===== src/rtl/decode_sched_pkg.sv =====
// Shared definitions for the decode scheduler: FSM state encoding and default sizing.
package decode_sched_pkg;

    localparam int DEFAULT_NREQ = 4;
    localparam int DEFAULT_SELW = 3;

    typedef enum logic [1:0] {
        IDLE   = 2'd0,
        DECODE = 2'd1,
        HOLD   = 2'd2
    } sched_state_t;

endpackage


===== src/rtl/sel_decoder.sv =====
// Registered active-low one-hot decoder; the result rests at all ones when nothing is loaded.
module sel_decoder
    import decode_sched_pkg::*;
#(
    parameter int SELW = DEFAULT_SELW
) (
    input  logic                 clk,
    input  logic                 rst,
    input  logic                 load,
    input  logic                 clear,
    input  logic [SELW-1:0]      sel,
    output logic [(1<<SELW)-1:0] out_data
);

    localparam int OUTW = 1 << SELW;

    always_ff @(negedge clk) begin
        if (rst || clear) begin
            out_data <= '1;
        end else if (load) begin
            out_data <= ~(OUTW'(1) << sel);
        end
    end

endmodule


===== src/rtl/decode_scheduler.sv =====
// Round-robin scheduler: grants one requester at a time, decodes its select into an
// active-low one-hot result and holds it until the consumer accepts it.
module decode_scheduler
    import decode_sched_pkg::*;
#(
    parameter int NREQ = DEFAULT_NREQ,
    parameter int SELW = DEFAULT_SELW
) (
    input  logic                    clk,
    input  logic                    rst,
    input  logic [NREQ-1:0]         req,
    input  logic [NREQ*SELW-1:0]    sel,
    output logic [NREQ-1:0]         gnt,
    output logic                    out_valid,
    input  logic                    out_ready,
    output logic [(1<<SELW)-1:0]    out_data,
    output logic [$clog2(NREQ)-1:0] out_id,
    output logic                    busy,
    output logic [7:0]              txn_cnt
);

    localparam int IDW = $clog2(NREQ);

    sched_state_t    state;
    sched_state_t    next_state;
    logic [IDW-1:0]  rr_ptr;
    logic [IDW-1:0]  cand;
    logic [IDW-1:0]  grant_idx;
    logic            grant_found;
    logic            accept;
    logic            complete;
    logic [SELW-1:0] win_sel;

    // Cyclic priority search starting at rr_ptr; the index wraps naturally since NREQ is a power of 2.
    always_comb begin
        grant_found = 1'b0;
        grant_idx   = '0;
        cand        = '0;
        for (int k = 0; k < NREQ; k++) begin
            cand = rr_ptr + IDW'(k);
            if (!grant_found && req[cand]) begin
                grant_found = 1'b1;
                grant_idx   = cand;
            end
        end
    end

    assign win_sel = sel[grant_idx*SELW +: SELW];

    always_ff @(negedge clk) begin
        if (rst) begin
            state <= IDLE;
        end else begin
            state <= next_state;
        end
    end

    // Grant is combinational in IDLE so it is already low once the FSM leaves IDLE.
    always_comb begin
        next_state = state;
        gnt        = '0;
        accept     = 1'b0;
        complete   = 1'b0;
        case (state)
            IDLE: begin
                if (grant_found) begin
                    gnt[grant_idx] = 1'b1;
                    accept         = 1'b1;
                    next_state     = DECODE;
                end
            end
            DECODE: begin
                next_state = HOLD;
            end
            HOLD: begin
                if (out_valid && out_ready) begin
                    complete   = 1'b1;
                    next_state = IDLE;
                end
            end
            default: begin
                next_state = IDLE;
            end
        endcase
        if (rst) begin
            gnt      = '0;
            accept   = 1'b0;
            complete = 1'b0;
        end
    end

    always_ff @(negedge clk) begin
        if (rst) begin
            rr_ptr    <= '0;
            out_id    <= '0;
            out_valid <= 1'b0;
            txn_cnt   <= 8'd0;
        end else begin
            if (accept) begin
                out_id    <= grant_idx;
                out_valid <= 1'b1;
            end
            if (complete) begin
                out_valid <= 1'b0;
                rr_ptr    <= out_id + 1'b1;
                if (txn_cnt != 8'hFF) begin
                    txn_cnt <= txn_cnt + 8'd1;
                end
            end
        end
    end

    sel_decoder #(
        .SELW(SELW)
    ) u_sel_decoder (
        .clk     (clk),
        .rst     (rst),
        .load    (accept),
        .clear   (complete),
        .sel     (win_sel),
        .out_data(out_data)
    );

    assign busy = (state != IDLE);

endmodule


===== config.mk =====
export PLATFORM = sky130hd
export DESIGN_NAME = decode_scheduler
export DESIGN_NICKNAME = d
export VERILOG_FILES = /design/src/rtl/decode_sched_pkg.sv /design/src/rtl/sel_decoder.sv /design/src/rtl/decode_scheduler.sv
export SDC_FILE = /design/constraint.sdc
export NUM_CORES = 1
export LEC_CHECK = 0
export CORE_MARGIN = 8
export CORE_UTILIZATION = 44
export CTS_BUF_LIST = sky130_fd_sc_hd__clkbuf_4 sky130_fd_sc_hd__clkbuf_8 sky130_fd_sc_hd__clkbuf_16
export DETAILED_ROUTE_END_ITERATION = 10
export PLACE_DENSITY = 0.79
export SKIP_CTS_REPAIR_TIMING = 1
export SLEW_MARGIN = 15
export SYNTH_ARGS = -nofsm -noshare
export SYNTH_HDL_FRONTEND = slang
export SYNTH_SLANG_ARGS = --single-unit

===== constraint.sdc =====
create_clock -name clk -period 2.6 [get_ports clk]
set_input_delay 0.52 -clock clk [delete_from_list [all_inputs] [get_ports clk]]
set_output_delay 0.52 -clock clk [all_outputs]
set_load 0.01 [all_outputs]

# Word-level counts from Yosys, hierarchy flattened
# Index checks and enable logic that the tools add are counted.
totals:
  word_cells: 70
  in_bits: 19
  register_bits: 23
  output_inout_bits: 24
op_classes:
  reduce_logical: 14
  add_sub_neg: 5
  bitwise: 1
  n_mux: 30
  multipliers: 1
  n_shift: 2
  eq_ne: 5
  order_cmp: 6
op_table:
  columns: ["operator", "count"]
  rows:
  - ["less-than comparator 2 x 3 -> 1 bit (second input constant)", 5]
  - ["2-to-1 mux 1 bit", 15]
  - ["2-to-1 mux 2 bit", 6]
  - ["2-to-1 mux 4 bit", 3]
  - ["variable part select 12 x 5 -> 3 bit", 1]
  - ["adder 8 x 1 -> 8 bit (second input constant)", 1]
  - ["binary-select mux 1 bit (select 2 bit)", 4]
  - ["!= test 8 bit (second input constant)", 1]
  - ["NOT 8 bit", 1]
  - ["left shift 1 x 3 -> 8 bit (first input constant)", 1]
  - ["one-hot mux 2 bit (3 select lines)", 1]
  - ["logical AND 1 bit", 5]
  - ["adder 2 x 1 -> 2 bit (second input constant)", 2]
  - ["adder 2 bit (second input constant)", 2]
  - ["multiplier 2 x 2 -> 4 bit (second input constant)", 1]
  - ["!= test 2 bit (second input constant)", 2]
  - ["AND reduction 2 bit", 2]
  - ["logical NOT 1 bit", 3]
  - ["demux 1 bit (select 2 bit)", 1]
  - ["equality test 2 x 1 -> 1 bit (second input constant)", 1]
  - ["equality test 2 bit (second input constant)", 1]
  - [">= comparator 2 x 1 -> 1 bit (second input constant)", 1]
  - ["logical NOT 2 bit", 1]
  - ["nonzero test 2 bit", 1]
  - ["2 further kinds", 2]

# Depth between registers and ports, before layout
# Gate-level depths: netlist (run 1).
logic_depth:
  ltp_word: 19
  mapped_depth: 8
  ltp_nobuf: 7

# Modules after synthesis
# Synthesis (run 1) repeated with hierarchy kept, for this count alone.
unflattened:
  cells_unflattened: 138
  hier_area_um2: 1263.7
by_module_without_submodules:
  columns: ["module", "cells_per_inst", "area_per_inst_um2", "n_inst", "seq_area_each_um2"]
  rows:
  - ["decode_scheduler", 103, 920.9, 1, 300.3]
  - ["sel_decoder", 35, 342.8, 1, 160.2]

==> results of run 1 <==
==> where the power goes <==
group | internal [mW] | switching (mW)
sequential | 0.387 | 0.0218
clock | 0.202 | 0.234
combinational | 0.199 | 0.157
==> registers in the layout, indices dropped and copies added, names as in the netlist <==
register / flops
txn_cnt: 8
u_sel_decoder.out_data: 8
out_id: 2
rr_ptr: 2
state: 2
out_valid: 1
==> final cells by class <==
| cell class | instances | area share [%] |
|---|---|---|
| clock inverters | 24 | 5.13 |
| clock buffers | 3 | 0.993 |
| well taps | 31 | 1.71 |
| multi-input cells | 102 | 35.8 |
| repair buffers | 84 | 34.1 |
| inverters | 4 | 0.662 |
| flip-flops and latches | 23 | 21.6 |
==> critical path, cell delays in order (launching register included) <==
cell and delay [ns]:
dfxtp_4 0.36, nand2b_4 0.15, nor2b_1 0.14, o22a_2 0.31, buf_4 0.17, and3_1 0.18
clkbuf_2 0.13
==> kinds of logic after synthesis <==
group                    count (synthesis)  share of synthesized area, %
XOR/XNOR                                 8                          5.93
buffers and inverters                   11                          4.44
adder cells (fa/ha/maj)                  1                          1.06
multiplexers                            11                          10.3
AND/OR/NAND/NOR                         55                          23.5
AO/OA/AOI/OAI                           27                          15.9
flip-flops                              23                          38.9
==> per-stage QoR <==
step	worst slack, ns	std cells	hold WS, ns	util [%]	TNS, ns
2_1_floorplan	-0.711	136	0.509	-	-7.46
6_report	-1.05	271	0.492	85.2	-8.95
3_5_place_dp	-1.33	237	0.471	73.0	-24.56
4_1_cts	-1.60	263	0.482	78.1	-25.78
3_3_place_gp	-1.24	237	0.467	73.0	-23.48
5_1_grt	-1.14	271	0.500	85.2	-10.54
==> routing by layer <==
layer	GRT usage (%)	share of wire (%)
met1	14.8	40
met2	29.2	52
met3	4.75	6.3
met4	9.21	1.3
met5	0	0
==> final timing paths <==
check | startpoint | slack (ns) | end
worst max-delay path | rr_ptr[0] | -1.05 | gnt[3]
worst min-delay path | u_sel_decoder.out_data[5] | 0.49 | u_sel_decoder.out_data[5]
worst max register to register | rr_ptr[0] | 0.56 | u_sel_decoder.out_data[6]
worst min register to register | u_sel_decoder.out_data[5] | 0.49 | u_sel_decoder.out_data[5]
==> cells in the mapped netlist, types with 4 or more instances <==
library cell  number  area [um^2]
dfxtp_1           23          460
inv_1              4         15.0
clkbuf_1           4         15.0
nor2_1            19         71.3
nand3_1            6         30.0
mux2i_1            8         80.1
xor2_1             5         43.8
nand2b_1           5         31.3
nand2_1            8         30.0
a21oi_1           14         70.1
==> summary.txt, run 1 <==
STA
  • Final Hold Vio Count: 0
  • Worst Setup Slack, final: -1.05 ns
  • Clock skew: 0.0385 ns
  • RSZ-0062 raised after global routing: true
  • Worst slew pin tran: 0.378 ns
  • Rel. slew slack: 74.8%
  • Final Slew Violations: 0
  • Final setup violation count: 32

Layout
  • Most frequent cells in the layout: buf_4, buf_6, inv_1
  • Most common cell after layout, fill and taps aside: buf_4
  • Nets@finish: 261
  • Area taken by multi-input logic gates: 812 um^2
  • Post-route cell area: 0.00227 mm^2
  • Layout cells sized above 1: 54.2%
  • Area grow syn2layout: 91.7%
  • Antenna Cells: 0
  • # fillers: 142
  • Register area: 490 um^2

Routing
  • Routed vias/inst: 5.21
  • Via count: 1411
  • DRC Markers: 0
  • First-pass detailed-route iteration total: 4
  • Antenna Nets Post-Route: 0
  • Detailed router's first-iteration violation count: 50
  • WL per Instance: 15.5 um
  • Total Wirelength: 4.19 mm

Critical path
  • CP required: 2.08 ns
  • Startpoint Class: flip-flop
  • Critical Path End Type: output pin
  • R2R cell count: 9
  • Worst-path maximum fanout: 7
  • Crit path DAT: 3.13 ns
  • Critical path type: reg2out

Placement
  • Number of port buffers: 42
  • Placer congestion estimate: 0.882
  • Area after DPL: 0.00194 mm^2
  • DPL Wire Length: 2.74 mm

Logic synthesis
  • Sequential fraction of the synthesis area: 38.9%
  • Cells after Synth: 136
  • Average size of a mapped cell: 8.69 um^2
  • Yosys cell types: 39
  • Post-synth EDFFs: 0
  • Yosys warns: 0
  • Synth Net Count: 156
  • Fraction of registers with async set/reset: 0%
  • Cell Area, Synth: 0.00118 mm^2
  • Post-synth top flop: dfxtp_1
  • Seq cells post-synth: 23

Die
  • Die H: 67.8 um
  • Die area: 0.00460 mm^2
  • Core Region: 0.00266 mm^2
  • FP Rows: 19
  • Ports: 43
  • Initial core utilization: 44.4%
  • Chip Width: 67.8 um

Status
  • Outcome: finished, violations left
  • Failing checks: setup timing

GRT
  • First-pass GRT wire length: 5.77 mm
  • Total gr overflow: 0
  • Total GRT Usage: 15.7%
  • Number of global-route vias before repair: 1476
  • Initial antenna violation count: 0
  • Pin count of the biggest net entering global routing: 14

Worst hold path
  • Hold crit path type: reg2reg
  • Hold Path Stages: 2

Clock network
  • Clock sink count: 23
  • Htree depth: 1
  • CTS buffer count: 3
  • Clock tree from TritonCTS: yes
  • Clock Pin Slew Worst Setup and Hold Paths: 0.05 ns
  • Clock buffer depth: 2
  • Clock root buffer: clkbuf_4
  • Worst skew pair latency: 0.42 ns

Power
  • Pwr Total: 1.20 mW
  • Cell Pwr Density: 530 mW/mm^2
  • Leak pwr: 1.11 nW
  • Max rail drop VDD: 0.567 mV

Flow run
  • Max Cap Viol: 0
No activity file was read; power rests on OpenSTA's default activity.
==> inputs of run 2 (changes only) <==
--- a/config.mk
+++ b/config.mk
@@ -5,11 +5,11 @@
 export SDC_FILE = /design/constraint.sdc
 export NUM_CORES = 1
 export LEC_CHECK = 0
-export CORE_MARGIN = 8
+export CORE_MARGIN = 2
 export CORE_UTILIZATION = 44
 export CTS_BUF_LIST = sky130_fd_sc_hd__clkbuf_4 sky130_fd_sc_hd__clkbuf_8 sky130_fd_sc_hd__clkbuf_16
 export DETAILED_ROUTE_END_ITERATION = 10
-export PLACE_DENSITY = 0.79
+export PLACE_DENSITY = 0.86
 export SKIP_CTS_REPAIR_TIMING = 1
 export SLEW_MARGIN = 15
 export SYNTH_ARGS = -nofsm -noshare
==> run 2 against run 1 <==
The run still ends with setup timing left. Sequential share of layout area is 0.76 points lower. Clock skew is 0.0057 ns lower. Register-to-register slack worse by 0.07 ns. Die area is 32% lower. Cell area is 3.6% higher. Hold slack better by 0.021 ns. Routed wire length is 40% higher. Clock power is 10% higher. Highest routed layer unchanged.
==> summary.txt, run 2 (synthesis results as in run 1) <==
Layout
  • Nets@finish: 266
  • Largest registers: txn_cnt (8), u_sel_decoder.out_data (8)
  • Most frequent cells in the layout: buf_4, buf_6, inv_1
  • # fillers: 89
  • Antenna Cells: 0
  • Layout cells sized above 1: 55.5%
  • Post-route cell area: 0.00235 mm^2
  • Most common cell after layout, fill and taps aside: buf_4
  • Final std cells w/o fill: 275
  • Area grow syn2layout: 98.7%

Critical path
  • Critical path type: reg2out
  • Critical Path End Type: output pin
  • CP required: 2.08 ns
  • CP Buf/Inv Count: 2
  • R2R cell count: 9
  • Worst-path maximum fanout: 4
  • CP peak stage delay: 0.32 ns
  • CP Depth: 6
  • Most used cell, CP: or2_4
  • CP max stage cell: dfxtp_2
  • Crit-path cells: or2_4, a31o_4, or2_4, inv_2, and3_4, buf_6
  • Startpoint Class: flip-flop
  • Crit path DAT: 3.13 ns
  • Worst R2R Start: rr_ptr[0]
  • Crit path launch: state[1]
  • CP delay by family, top: simple AND/OR/NAND/NOR gates

Placement
  • Number of port buffers: 42
  • DPL Wire Length: 2.52 mm
  • Area after DPL: 0.00191 mm^2
  • Pre-CTS setup slack: -1.36 ns
  • Post-Place Cells: 232
  • Placer congestion estimate: 0.780

Routing
  • Total Wirelength: 5.87 mm
  • Antenna Nets Post-Route: 0
  • Routed vias/inst: 5.91
  • Via count: 1625
  • Detailed router's first-iteration violation count: 112
  • WL per Instance: 21.4 um
  • DRC Markers: 0
  • First-pass detailed-route iteration total: 4

Die
  • Core Region: 0.00252 mm^2
  • Chip Width: 55.8 um
  • Initial core utilization: 46.9%
  • Die H: 55.8 um
  • Die area: 0.00312 mm^2
  • FP Rows: 18
  • Ports: 43

STA
  • Final setup violation count: 37
  • Final Hold Vio Count: 0
  • Worst slew pin tran: 0.417 ns
  • Final Slew Violations: 0
  • Fin Hold WS: 0.512 ns
  • RSZ-0062 raised after global routing: true
  • Worst Setup Slack, final: -1.05 ns
  • Rel. slew slack: 72.2%
  • TNS Setup: -10.88 ns
  • Clock skew: 0.0329 ns

GRT
  • Initial antenna violation count: 0
  • Pin count of the biggest net entering global routing: 14
  • Total gr overflow: 0
  • First-pass GRT wire length: 5.79 mm
  • Total GRT Usage: 22.5%
  • Number of global-route vias before repair: 1495

Power
  • Leak pwr: 1.14 nW
  • Max rail drop VDD: 0.628 mV
  • Cell Pwr Density: 553 mW/mm^2

Worst hold path
  • Hold Startpoint: u_sel_decoder.out_data[5]
  • Hold Path Stages: 2
  • Hold crit path type: reg2reg

Status
  • Failing checks: setup timing
  • Outcome: finished, violations left

Clock network
  • Worst skew pair latency: 0.44 ns
  • Clock buffer depth: 2
  • Htree depth: 1
  • Clock Pin Slew Worst Setup and Hold Paths: 0.06 ns
  • CTS buffer count: 3
  • Clock tree from TritonCTS: yes
  • Clock sink count: 23
  • Clock root buffer: clkbuf_4

Flow run
  • Max Cap Viol: 0
## run 2: layout make-up
cell class | instances | area, um^2 | area share, %
clock buffer | 3 | 22.5 | 0.958
clock inverter | 24 | 116 | 4.95
inverter | 4 | 15.0 | 0.639
multi-input combinational | 102 | 827 | 35.2
sequential | 23 | 490 | 20.9
tap | 30 | 37.5 | 1.60
timing repair buffer | 89 | 841 | 35.8
## run 2: per-stage QoR
step                      total power, mW  util [%]
after floorplan                     0.611         -
after global placement              0.741      75.8
after detailed placement            0.748      75.8
after CTS                            1.11      81.2
after global routing                 1.35      93.2
final                                1.30      93.2
## run 2: path summary, 6_finish.rpt
kind | endpoint | slack, ns
worst max-delay path | gnt[3] | -1.05
worst min-delay path | u_sel_decoder.out_data[5] | 0.51
worst max register to register | u_sel_decoder.out_data[0] | 0.49
worst min register to register | u_sel_decoder.out_data[5] | 0.51
## run 2: per-layer routing
metal	routed length, um	GRT usage [%]	part of all wire, %
met4	284	12.9	4.8
met3	435	5.35	7.4
met2	3080	43.2	52
met1	2080	21.6	35
met5	0	0	0
## run 2: power by group
group          internal, mW  switching (mW)
Clock                 0.202           0.278
Sequential            0.387          0.0265
Combinational         0.220           0.185
## run 2: worst min-delay path, cell delays in order, from the launching register on
cell	delay (ns)
dfxtp_2	0.34
a21oi_1	0.07
nand3_1	0.07
